`src/rtl/trace_player.sv`:
```
// Trace sequencer: walks the trace ROM, issues each reference to the cache model
// one at a time over valid/ready, and gathers saturating access/hit/miss statistics.
module trace_player #(
  parameter int ADDR_W    = 16,
  parameter int DATA_W    = 32,
  parameter int TRACE_LEN = 6,
  parameter int CNT_W     = 16
) (
  input  logic              i_clk,
  input  logic              i_rst,
  input  logic              i_start,
  output logic [ADDR_W-1:0] o_trace_addr,
  input  logic [DATA_W-1:0] i_trace_ref,
  output logic              o_req_valid,
  output logic [DATA_W-1:0] o_req_addr,
  input  logic              i_req_ready,
  input  logic              i_resp_valid,
  input  logic              i_resp_hit,
  output logic              o_busy,
  output logic              o_done,
  output logic [CNT_W-1:0]  o_access_count,
  output logic [CNT_W-1:0]  o_hit_count,
  output logic [CNT_W-1:0]  o_miss_count
);

  typedef enum logic [2:0] {
    S_IDLE,
    S_FETCH,
    S_ISSUE,
    S_WAIT,
    S_DONE
  } state_t;

  localparam bit               EMPTY_TRACE = (TRACE_LEN == 0);
  localparam logic [ADDR_W-1:0] LAST_IDX   = ADDR_W'(EMPTY_TRACE ? 0 : TRACE_LEN - 1);
  localparam logic [CNT_W-1:0]  CNT_MAX    = '1;

  state_t            r_state;
  logic [ADDR_W-1:0] r_idx;
  logic [DATA_W-1:0] r_req_addr;
  logic              r_req_valid;
  logic              r_busy;
  logic              r_done;
  logic [CNT_W-1:0]  r_access_count;
  logic [CNT_W-1:0]  r_hit_count;
  logic [CNT_W-1:0]  r_miss_count;

  // The ROM index is held in idx for the whole run; the ROM answers combinationally.
  assign o_trace_addr   = r_idx;
  assign o_req_addr     = r_req_addr;
  assign o_req_valid    = r_req_valid;
  assign o_busy         = r_busy;
  assign o_done         = r_done;
  assign o_access_count = r_access_count;
  assign o_hit_count    = r_hit_count;
  assign o_miss_count   = r_miss_count;

  always_ff @(posedge i_clk or posedge i_rst) begin
    if (i_rst) begin
      r_state        <= S_IDLE;
      r_idx          <= '0;
      r_req_addr     <= '0;
      r_req_valid    <= 1'b0;
      r_busy         <= 1'b0;
      r_done         <= 1'b0;
      r_access_count <= '0;
      r_hit_count    <= '0;
      r_miss_count   <= '0;
    end else begin
      case (r_state)
        S_IDLE, S_DONE: begin
          if (i_start) begin
            r_idx          <= '0;
            r_access_count <= '0;
            r_hit_count    <= '0;
            r_miss_count   <= '0;
            if (EMPTY_TRACE) begin
              r_state <= S_DONE;
              r_done  <= 1'b1;
            end else begin
              r_state <= S_FETCH;
              r_done  <= 1'b0;
              r_busy  <= 1'b1;
            end
          end
        end

        S_FETCH: begin
          r_req_addr  <= i_trace_ref;
          r_req_valid <= 1'b1;
          r_state     <= S_ISSUE;
        end

        S_ISSUE: begin
          // req_addr is only loaded in FETCH, so it stays put under backpressure.
          if (i_req_ready) begin
            r_req_valid <= 1'b0;
            r_state     <= S_WAIT;
          end
        end

        S_WAIT: begin
          if (i_resp_valid) begin
            if (r_access_count != CNT_MAX) begin
              r_access_count <= r_access_count + 1'b1;
            end
            if (i_resp_hit) begin
              if (r_hit_count != CNT_MAX) begin
                r_hit_count <= r_hit_count + 1'b1;
              end
            end else begin
              if (r_miss_count != CNT_MAX) begin
                r_miss_count <= r_miss_count + 1'b1;
              end
            end
            if (r_idx == LAST_IDX) begin
              r_state <= S_DONE;
              r_busy  <= 1'b0;
              r_done  <= 1'b1;
            end else begin
              r_idx   <= r_idx + 1'b1;
              r_state <= S_FETCH;
            end
          end
        end

        default: begin
          r_state     <= S_IDLE;
          r_req_valid <= 1'b0;
          r_busy      <= 1'b0;
          r_done      <= 1'b0;
        end
      endcase
    end
  end

endmodule

```
`config.mk`:
```
export PLATFORM = sky130hd
export DESIGN_NAME = trace_player
export DESIGN_NICKNAME = d
export VERILOG_FILES = /design/src/rtl/trace_player.sv
export SDC_FILE = /design/constraint.sdc
export NUM_CORES = 1
export LEC_CHECK = 0
export ABC_CLOCK_PERIOD_IN_PS = 3500
export BUFFER_PORTS_ARGS = -buffer_cell sky130_fd_sc_hd__buf_4
export CORE_AREA = 2 2 104 106
export CTS_CLUSTER_DIAMETER = 120
export DETAILED_ROUTE_END_ITERATION = 12
export DIE_AREA = 0 0 106 108
export GPL_TIMING_DRIVEN = 0
export PLACE_DENSITY = 0.8
export SLEW_MARGIN = 40
export SYNTH_ARGS = -nofsm -noshare
export SYNTH_HDL_FRONTEND = slang
export SYNTH_SLANG_ARGS = --single-unit
export TNS_END_PERCENT = 1
```
`constraint.sdc`:
```
create_clock -name i_clk -period 3.5 [get_ports i_clk]
set_input_delay 0.175 -clock i_clk [delete_from_list [all_inputs] [get_ports i_clk]]
set_output_delay 0.175 -clock i_clk [all_outputs]
set_load 0.05 [all_outputs]
```
* Yosys cells after proc, flatten, opt, wreduce, memory -nomap -nowiden
Index checks and enable logic that the tools add are counted.
** Word-level totals
- Register bits after elaboration :: 102
- Bits in latches :: 0
- Bits in writable memories :: 0
- Bits in read-only memories :: 0
- Input bits :: 38
- Logic and storage cells :: 75
- Memories :: 0
** Operators by class
- Add/sub/neg operators :: 4
- Multiply operators :: 0
- Div/mod/pow operators :: 0
- Order comparisons :: 0
- Equal/unequal tests :: 18
- Shift-type cells :: 0
- Mux-type cells :: 30
- Bitwise logic cells :: 2
- Reductions and logical operators :: 12
** Operators with widths (number)
- $mux W16 :: 11
- $pmux W16 S2 :: 4
- $add A16 B1 Y16 const B :: 4
- $ne A16 B16 Y1 const B :: 3
- $ne A2 B2 Y1 const B :: 10
- $eq A16 B3 Y1 const B :: 1
- $mux W3 :: 4
- $pmux W3 S4 :: 1
- $reduce_and A4 Y1 :: 3
- $reduce_and A5 Y1 :: 2
- $pmux W1 S3 :: 3
- $mux W1 :: 7
- $eq A3 B2 Y1 const B :: 2
- $reduce_or A2 Y1 :: 2
- $eq A3 B1 Y1 const B :: 1
- $eq A3 B3 Y1 const B :: 1
- $logic_not A3 Y1 :: 1
- $reduce_and A3 Y1 :: 1
- $reduce_or A3 Y1 :: 1
- $not A1 Y1 :: 2
- $reduce_and A2 Y1 :: 1
- $reduce_bool A2 Y1 :: 1

* Depth between registers and ports, before layout
Gate-level depths: netlist (run 1).
- Word-level depth :: 5
- Gate-level depth with buffers :: 8
- Depth with buffers taken out :: 7

* Least setup slack after synthesis (run 1)
Ideal clock, no wire load.
- Path kind :: register to register
- From :: register r_miss_count[0], in the netlist o_miss_count[0]
- To :: register r_miss_count[11], in the netlist o_miss_count[11]
- Library setup time :: 110 ps
- Data arrival time :: 2237 ps
- Path slack :: 1152 ps
- Cell stages (with the launch flop) :: 9
- Buffers on the path :: 2
- Period minus slack after synthesis :: 2348 ps
- Cell sequence :: dfrtp_1 -> ha_1 -> nand3_1 -> or4_1 -> buf_2 -> a21oi_4 -> buf_6 -> o21ai_1 -> o41ai_1
** Between the ends
- Longest elaborated chain between the ends :: 5
- Elaborated cells between the ends (all ways) :: 8
- Classes of those cells :: add/sub (1); eq/ne (2); mux (4); reduce/logical (1)
** RTL lines
- from (decl) :: line 46 : logic [CNT_W-1:0] r_miss_count;
- from (signal assigned) :: line 113 : r_miss_count <= r_miss_count + 1'b1;
- $add A16 B1 Y16 :: line 113
- $mux W16 :: line 112 : if (r_miss_count != CNT_MAX) begin
- $mux W16 :: line 107 : if (i_resp_hit) begin
- $mux W16 :: line 103 : if (i_resp_valid) begin
- $pmux W16 S2 :: line 70 : case (r_state)
Several ways; a longest one is shown, not always the timed one. The select of a mux whose other input is x is not followed.
A chain may end at the register's enable or synchronous reset.

* Worst setup path after layout (run 1)
- From :: register r_hit_count[0], in the netlist o_hit_count[0]
- To :: register r_hit_count[6], in the netlist o_hit_count[6]
** Between the ends
- Longest elaborated chain between the ends :: 5
- Elaborated cells between the ends (all ways) :: 8
- Classes of those cells :: add/sub (1); eq/ne (2); mux (4); reduce/logical (1)
** RTL lines
- from (decl) :: line 45 : logic [CNT_W-1:0] r_hit_count;
- from (signal assigned) :: line 109 : r_hit_count <= r_hit_count + 1'b1;
- $add A16 B1 Y16 :: line 109
- $mux W16 :: line 108 : if (r_hit_count != CNT_MAX) begin
- $mux W16 :: line 107
- $mux W16 :: line 103
- $pmux W16 S2 :: line 70
Several ways; a longest one is shown, not always the timed one. The select of a mux whose other input is x is not followed.

==> results of run 1 <==
-- per-layer routing --
metal / up-vias / share of wire, %
met5: - / 0
met3: 16 / 6.2
met2: 195 / 50
met1: 2312 / 43
li1: 2234 / -
met4: 0 / 1.1
-- power breakdown --
part	total, mW	internal, mW	switching (mW)
combinational	2.68	0.873	1.81
clock	0.779	0.361	0.417
sequential	1.69	1.46	0.226
-- through the flow --
| step | TNS, ns | utilization, % | power, mW | cells | hold slack (ns) |
|---|---|---|---|---|---|
| 2_1_floorplan | 0 | - | 3.54 | 520 | 0.280 |
| 5_1_grt | 0 | 63.5 | 5.42 | 810 | 0.0193 |
| 3_5_place_dp | 0 | 61.4 | 4.39 | 793 | 0.126 |
| 6_report | 0 | 63.5 | 5.15 | 810 | 0.0328 |
| 4_1_cts | 0 | 63.5 | 5.16 | 810 | 0.0243 |
| 3_3_place_gp | -47.45 | 61.0 | 4.30 | 792 | 0.412 |
-- sequential cells by signal, indices dropped and copies added, names as in the netlist --
signal	cells
o_trace_addr	16
r_state	3
o_req_addr	32
o_done	1
o_req_valid	1
o_hit_count	16
o_miss_count	16
o_busy	1
o_access_count	16
-- worst reg2reg max path, cell delays in order (launching register included) --
cell and delay [ns]:
sky130_fd_sc_hd__dfrtp_1 0.42, sky130_fd_sc_hd__ha_1 0.25, sky130_fd_sc_hd__and4_1 0.19, sky130_fd_sc_hd__clkbuf_1 0.26
sky130_fd_sc_hd__nand4_1 0.30, sky130_fd_sc_hd__a21oi_1 0.40, sky130_fd_sc_hd__buf_2 0.28, sky130_fd_sc_hd__o21ai_0 0.15
sky130_fd_sc_hd__o31ai_1 0.09
-- cells in the mapped netlist, types with 2 or more instances --
cell	instances
sky130_fd_sc_hd__a21o_1	3
sky130_fd_sc_hd__a21oi_1	20
sky130_fd_sc_hd__a31o_2	2
sky130_fd_sc_hd__a31oi_1	17
sky130_fd_sc_hd__a41o_1	3
sky130_fd_sc_hd__and2_1	6
sky130_fd_sc_hd__and3_1	7
sky130_fd_sc_hd__and4_1	8
sky130_fd_sc_hd__buf_1	2
sky130_fd_sc_hd__buf_2	8
sky130_fd_sc_hd__clkbuf_1	14
sky130_fd_sc_hd__dfrtp_1	102
sky130_fd_sc_hd__ha_1	5
sky130_fd_sc_hd__inv_1	9
sky130_fd_sc_hd__mux2_2	32
sky130_fd_sc_hd__nand2_1	48
sky130_fd_sc_hd__nand3_1	24
sky130_fd_sc_hd__nand4_1	20
sky130_fd_sc_hd__nand4b_1	2
sky130_fd_sc_hd__nor2_1	38
sky130_fd_sc_hd__nor2b_1	4
sky130_fd_sc_hd__nor3_1	6
sky130_fd_sc_hd__nor4_1	6
sky130_fd_sc_hd__nor4b_1	2
sky130_fd_sc_hd__o21ai_0	77
sky130_fd_sc_hd__o21ai_1	7
sky130_fd_sc_hd__o31ai_1	19
sky130_fd_sc_hd__o41ai_1	2
sky130_fd_sc_hd__or3b_1	2
-- worst max-delay path by stage --
stage / startpoint / endpoint / slack [ns] / cells after the start
global route: o_trace_addr[8]$_DFFE_PP0P_ / o_trace_addr[5]$_DFFE_PP0P_ / 0.89 / 7
CTS: o_trace_addr[8]$_DFFE_PP0P_ / o_trace_addr[5]$_DFFE_PP0P_ / 1.09 / 7
finish: o_hit_count[0]$_DFFE_PP0P_ / o_hit_count[6]$_DFFE_PP0P_ / 1.07 / 8
detailed placement: o_trace_addr[8]$_DFFE_PP0P_ / o_trace_addr[5]$_DFFE_PP0P_ / 1.13 / 7
global placement: i_rst / o_access_count[13]$_DFFE_PP0P_ / -0.47 / 2
floorplan: i_rst / o_access_count[0]$_DFFE_PP0P_ / 0.65 / 1
-- layout by cell type (no fill, tap or decap), drive strengths merged, types with 2 or more instances in the layout --
cell,instances
a21boi,2
and4,8
clkinv,3
a31o,2
a21o,3
and2,7
o21ai,84
or3b,2
nand2,48
nor4b,2
nor3,6
a31oi,17
nand3,24
a21oi,21
o41ai,2
nand4b,2
nor4,6
and3,7
clkbuf,24
ha,5
inv,11
buf,148
dfrtp,102
a41o,3
nor2,38
nand4,21
nor2b,4
nor3b,2
mux2,32
o31ai,19
-- final cells by class --
cell class / instances / area [µm²]
clock buffers: 10 / 138
plain buffers: 25 / 111
repair buffers: 138 / 1060
flip-flops and latches: 102 / 2550
well taps: 136 / 170
inverters: 9 / 41.3
fillers: 841 / 3730
multi-input cells: 384 / 2350
clock inverters: 6 / 76.3
-- cell families after synthesis --
| group | count (synthesis) |
|---|---|
| AND/OR/NAND/NOR | 183 |
| AO/OA/AOI/OAI | 162 |
| flip-flops | 102 |
| buffers and inverters | 34 |
| multiplexers | 33 |
| adder cells (fa/ha/maj) | 5 |
| XOR/XNOR | 1 |
-- what timing repair did --
item | CTS | global route
hold buffers | 1 | 0
endpoints found under the hold margin | 24 | 0
resized for setup | 0 | 0
buffers inserted | 0 | 0
==> parameters.txt, run 1 <==
Parameter                              Value

Status
  Run status    finished clean

Global routing
  Met2 usage    42.9%
  Overall global routing resource usage    24.1%
  Met1 GRT Util    between 30 and 40%
  Wire length of the first global-routing pass    22,300 µm
  Met3 track demand over resource    4.40%
  Vias in the first global route    around 4.6k
  Initial antenna violation count    0
  Largest net degree at the start of global routing    79
  Most used routing layer    met2
  Global-route congestion overflow total    0

Yosys
  Cells taking the most area after synthesis    sky130_fd_sc_hd__dfrtp_1 51%, sky130_fd_sc_hd__o21ai_0 7.6%, sky130_fd_sc_hd__mux2_2 7.1%
  Count of cell types in the netlist    54
  Largest area contributor in the synthesized netlist    sky130_fd_sc_hd__dfrtp_1
  Synthesized netlist cell count    520
  Adder-cell area share of the yosys netlist    1.24%
  Portion of synthesized cell area occupied by the leading cell type    50.5%
  Post-synth EDFFs    0
  Avg Synthesized Cell Area    9.71 µm²
  Syn. warnings    0
  Synthesized area    5050 µm²
  Ys flop type    sky130_fd_sc_hd__dfrtp_1
  Flip-flop and latch count after synthesis    102
  Xor/xnor cell area share of the yosys netlist    less than 1%
  Sequential element share of the synthesized area    50.5%
  Share of async-settable or async-resettable flops after synthesis    100%
  Multiplexer share of the synthesized area    roughly 7.3%
  Net count after synthesis    563
  Simple logic cell fraction of the synthesized area    around a fifth
  Share of the synthesized area in compound gates (AO/OA/AOI/OAI)    19.0%
  Dominant combinational cell family by area after synthesis    compound AO/OA/AOI/OAI gates

Critical path
  Crit path capture type    flip-flop
  Setup Crit Path Kind    reg2reg
  CP bufs+invs    2
  Worst setup slack for register-to-register paths    between 1 and 1.5 ns
  Top fanout value on the critical path    10
  Critical Path Slowest Stage Cell    sky130_fd_sc_hd__dfrtp_1
  Launching element type of the critical path    flip-flop
  CP arrival    about 2.7 ns
  Longest individual stage delay on the worst path    0.42 ns
  Launch instance of the worst register-to-register path    o_hit_count[0]$_DFFE_PP0P_
  Worst reg2reg endpoint    o_hit_count[6]$_DFFE_PP0P_
  Critical path cell sequence    ha_1 -> and4_1 -> clkbuf_1 -> nand4_1 -> a21oi_1 -> buf_2 -> o21ai_0 -> o31ai_1
  Data required time of the worst path    3.78 ns
  Path depth of the worst reg2reg path    8
  Family with the most delay on the worst path    compound AO/OA/AOI/OAI gates

Hold path
  Tightest Hold Check Type    in2reg
  Hold Crit Start    i_trace_ref[9]
  Cells on Worst Hold Path    2
  Hold Path End    o_req_addr[9]$_DFFE_PP0P_

Clock network
  TritonCTS clock tree    built
  Clock sink count    102
  Clock root buffer master    sky130_fd_sc_hd__clkbuf_8
  CTS Buf Count    9
  Clock transition time at the flip-flop clock pins of the worst setup and hold paths    0.10 ns
  CTS Buffer Depth    2
  Maximum level of the CTS H-tree    3
  Latest clock arrival within the worst-skew pair    0.37 ns

Floorplan
  Effective utilization at floorplan    49.4%
  I/O pin cnt    about 140
  Die Y-Extent    108 µm
  Overall die width    between 100 and 150 µm
  Die area    11,400 µm²
  Total number of placement rows    37
  Placeable Area    a little over 10,000 µm²

Timing
  Max-slew violation count    0
  RSZ-0062 raised after global routing    no
  Post-layout min period    2.43 ns
  Setup violators final    0
  Transition time at the pin with the least slew margin    0.762 ns
  Fin crit share    between 60% and 70%
  Fmax    0.411 GHz
  Worst slew slack as a fraction of its limit    48.8%
  Count of final hold-check violations    0
  Final worst-path setup slack    roughly 1.1 ns
  Worst Skew    0.0153 ns

Final layout
  Number of antenna cells inserted    0
  Final Net Count    712
  Post-route cell area    6500 µm²
  Share of layout cells above drive strength 1    30.0%
  Relative area change from synthesis to final layout    28.7%

Power and ir drop
  Leakage    2.93 nW
  Total power density per cell area    792 nW/µm²
  Maximum VDD drop    0.471 mV

Place
  Count of buffers inserted at the top-level ports    136
  Standard cell area after detailed placement    about 6300 µm²
  Setup Slack @ Placement    1.13 ns
  Final weighted congestion in routability-driven placement    0.873
  Hpwl dp    9860 µm

Drt
  Routed vias/inst    5.87
  DR WL/cell    around 17 µm
  Number of DRC markers after the initial detailed-route iteration    306
  Final routed DRC violation total    0
  Antenna viol nets, final    0
  Total wirelength of the detailed-routed design    13,700 µm
  Iteration count of the initial detailed-routing pass    5
  Via total after detailed routing    4,757

Flow run
  Maximum Capacitance Violations    0
Power figures use the tool's default switching activity.
==> run 2: changes to the inputs <==
--- a/config.mk
+++ b/config.mk
@@ -5,7 +5,7 @@
 export SDC_FILE = /design/constraint.sdc
 export NUM_CORES = 1
 export LEC_CHECK = 0
-export ABC_CLOCK_PERIOD_IN_PS = 3500
+export ABC_CLOCK_PERIOD_IN_PS = 2340
 export BUFFER_PORTS_ARGS = -buffer_cell sky130_fd_sc_hd__buf_4
 export CORE_AREA = 2 2 104 106
 export CTS_CLUSTER_DIAMETER = 120
==> constraint.sdc (replaced) <==
create_clock -name i_clk -period 2.34 [get_ports i_clk]
set_input_delay 0.117 -clock i_clk [delete_from_list [all_inputs] [get_ports i_clk]]
set_output_delay 0.117 -clock i_clk [all_outputs]
set_load 0.05 [all_outputs]
==> parameters.txt, run 2 (synthesized netlist as in run 1, its figures left out) <==
Parameter                              Value

Clock network
  Clock root buffer master    sky130_fd_sc_hd__clkbuf_8
  Clock transition time at the flip-flop clock pins of the worst setup and hold paths    0.10 ns
  CTS Buf Count    9
  Latest clock arrival within the worst-skew pair    around 0.38 ns
  Maximum level of the CTS H-tree    3
  Clock sink count    102
  CTS Buffer Depth    2
  TritonCTS clock tree    built

Drt
  Met3 routed wirelength    about 990 µm
  Final routed DRC violation total    0
  Antenna viol nets, final    0
  Via total after detailed routing    a little under 5k
  DR WL/cell    17.0 µm
  Routed vias/inst    5.78
  Iteration count of the initial detailed-routing pass    6
  Number of DRC markers after the initial detailed-route iteration    278
  Detailed-route wire length on metal 1    6230 µm
  Uppermost signal routing layer after detailed routing    met4
  Met2 wire length    7010 µm
  Total wirelength of the detailed-routed design    14,400 µm

Final layout
  Share of layout cells above drive strength 1    between 30 and 40%
  Max reg flops    32
  Top library cells by usage in the layout, fill and taps aside    139 x sky130_fd_sc_hd__buf_4, 101 x sky130_fd_sc_hd__dfrtp_1, 77 x sky130_fd_sc_hd__o21ai_0
  Relative area change from synthesis to final layout    37.8%
  Number of antenna cells inserted    0
  Filler Cell Count    740
  Final Net Count    752
  Leading cell type in the layout, fill and taps excluded    sky130_fd_sc_hd__buf_4
  Final core area utilization    68.1%
  Post-route cell area    roughly 7000 µm²

Floorplan
  Die Y-Extent    approximately 110 µm
  Placeable Area    10,200 µm²
  Effective utilization at floorplan    49.4%
  Total number of placement rows    37
  Overall die width    between 100 and 150 µm
  Die area    approximately 11,000 µm²
  I/O pin cnt    137

Timing
  Setup violators final    0
  Aggregate negative setup slack    0 ns
  RSZ-0062 raised after global routing    yes
  Count of final hold-check violations    0
  Transition time at the pin with the least slew margin    0.890 ns
  Post-layout min period    2.23 ns
  Final-layout worst hold slack    0.0759 ns
  Fin crit share    95.4%
  Worst Skew    0.0169 ns
  Worst slew slack as a fraction of its limit    40.4%
  Fmax    0.448 GHz
  Max-slew violation count    0

Hold path
  Tightest Hold Check Type    in2reg

Power and ir drop
  Pint    3.98 mW
  Clock power share    13.8%
  Maximum VDD drop    ~0.78 mV
  Relative contribution of sequential cells to total power    32.8%
  Net switching power figure    roughly 3.8 mW
  Fraction of power spent switching nets    48.6%
  Total power density per cell area    1110 nW/µm²
  Logic gate share of total power    53.4%
  Leakage    around 3.1 nW
  Total chip power    7.74 mW

Place
  Hpwl dp    10,100 µm
  Final weighted congestion in routability-driven placement    0.892
  Count of buffers inserted at the top-level ports    136
  Standard cell area after detailed placement    around 6400 µm²

Critical path
  Setup Crit Path Kind    reg2reg
  Launch instance of the worst register-to-register path    r_state[1]$_DFFE_PP0P_
  Path depth of the worst reg2reg path    6
  Launch point of the worst path    r_state[1]$_DFFE_PP0P_
  Crit path capture type    flip-flop
  Launching element type of the critical path    flip-flop
  Data required time of the worst path    2.60 ns
  Worst setup slack for register-to-register paths    0.11 ns
  CP arrival    2.49 ns
  Worst reg2reg endpoint    r_state[2]$_DFFE_PP0P_
  CP endpoint    r_state[2]$_DFFE_PP0P_
  Top fanout value on the critical path    10

Global routing
  Overall global routing resource usage    25.8%
  Largest net degree at the start of global routing    23
  Wire length of the first global-routing pass    about 24,000 µm
  Initial antenna violation count    0
  Vias in the first global route    about 4.6k
  Global-route congestion overflow total    0

Status
  Run status    finished clean

Flow run
  Maximum Capacitance Violations    0
run 2: changes by cell type in the layout (fill, tap and decap cells not counted), sizes merged:
cell	before	now
inv	11	13
bufinv	1	0
clkinv	3	2
buf	148	154
clkinvlp	0	1
dlygate4sd3	1	34
run 2: power groups by stage:
stage / sequential (mW) / combinational, mW / clock (mW)
floorplan: 3.91 / 1.39 / 0
global placement: 2.52 / 3.91 / 0
detailed placement: 2.55 / 4.02 / 0
CTS: 2.52 / 4.08 / 1.10
global route: 2.60 / 4.37 / 1.17
finish: 2.54 / 4.13 / 1.07
run 2: repair_timing:
action | in CTS | in global routing
endpoints found under the hold margin | 48 | 1
endpoints found under the setup margin | 7 | 45
hold buffers | 33 | 1
resized for setup | 1 | 7
pin swaps | 0 | 2
buffers inserted | 0 | 3
run 2: metal layers:
layer,GRT usage [%],vias up
met5,0,-
met4,7.42,0
met3,4.82,24
met2,43.4,211
met1,34.4,2367
li1,-,2313
run 2: metrics by stage:
| step | cells | worst slack [ns] |
|---|---|---|
| 4_1_cts | 846 | 0.0272 |
| 5_1_grt | 850 | -0.0626 |
| 2_1_floorplan | 520 | -0.00779 |
| 3_3_place_gp | 792 | 0.0646 |
| 3_5_place_dp | 797 | 0.0184 |
| 6_report | 850 | 0.107 |
run 2: final cells by class:
cell class	instances	area [µm²]	share of cell area, %
Inverter	9	37.5	0.539
Multi-Input combinational cell	384	2380	34.2
Clock buffer	9	124	1.78
Timing Repair Buffer	178	1520	21.9
Sequential cell	102	2550	36.7
Clock inverter	7	62.6	0.898
Tap cell	136	170	2.44
Buffer	25	113	1.62
run 2: how the worst min path moves through the flow:
stage                          from                         end  cells past startpoint
floorplan              i_resp_valid      r_state[1]$_DFFE_PP0P_                      1
global placement    i_trace_ref[29]  o_req_addr[29]$_DFFE_PP0P_                      2
detailed placement            i_rst   o_req_addr[7]$_DFFE_PP0P_                      2
CTS                 i_trace_ref[10]  o_req_addr[10]$_DFFE_PP0P_                      2
global route            i_req_ready     o_req_valid$_DFFE_PP0P_                      3
finish                  i_req_ready     o_req_valid$_DFFE_PP0P_                      3
run 2: critical path, stage by stage, from the launching register on:
cell                       delay (ns)
sky130_fd_sc_hd__dfrtp_1         0.43
sky130_fd_sc_hd__clkbuf_1        0.34
sky130_fd_sc_hd__nand2_1         0.13
sky130_fd_sc_hd__or2_2           0.32
sky130_fd_sc_hd__buf_2           0.20
sky130_fd_sc_hd__buf_1           0.32
sky130_fd_sc_hd__o31ai_1         0.38
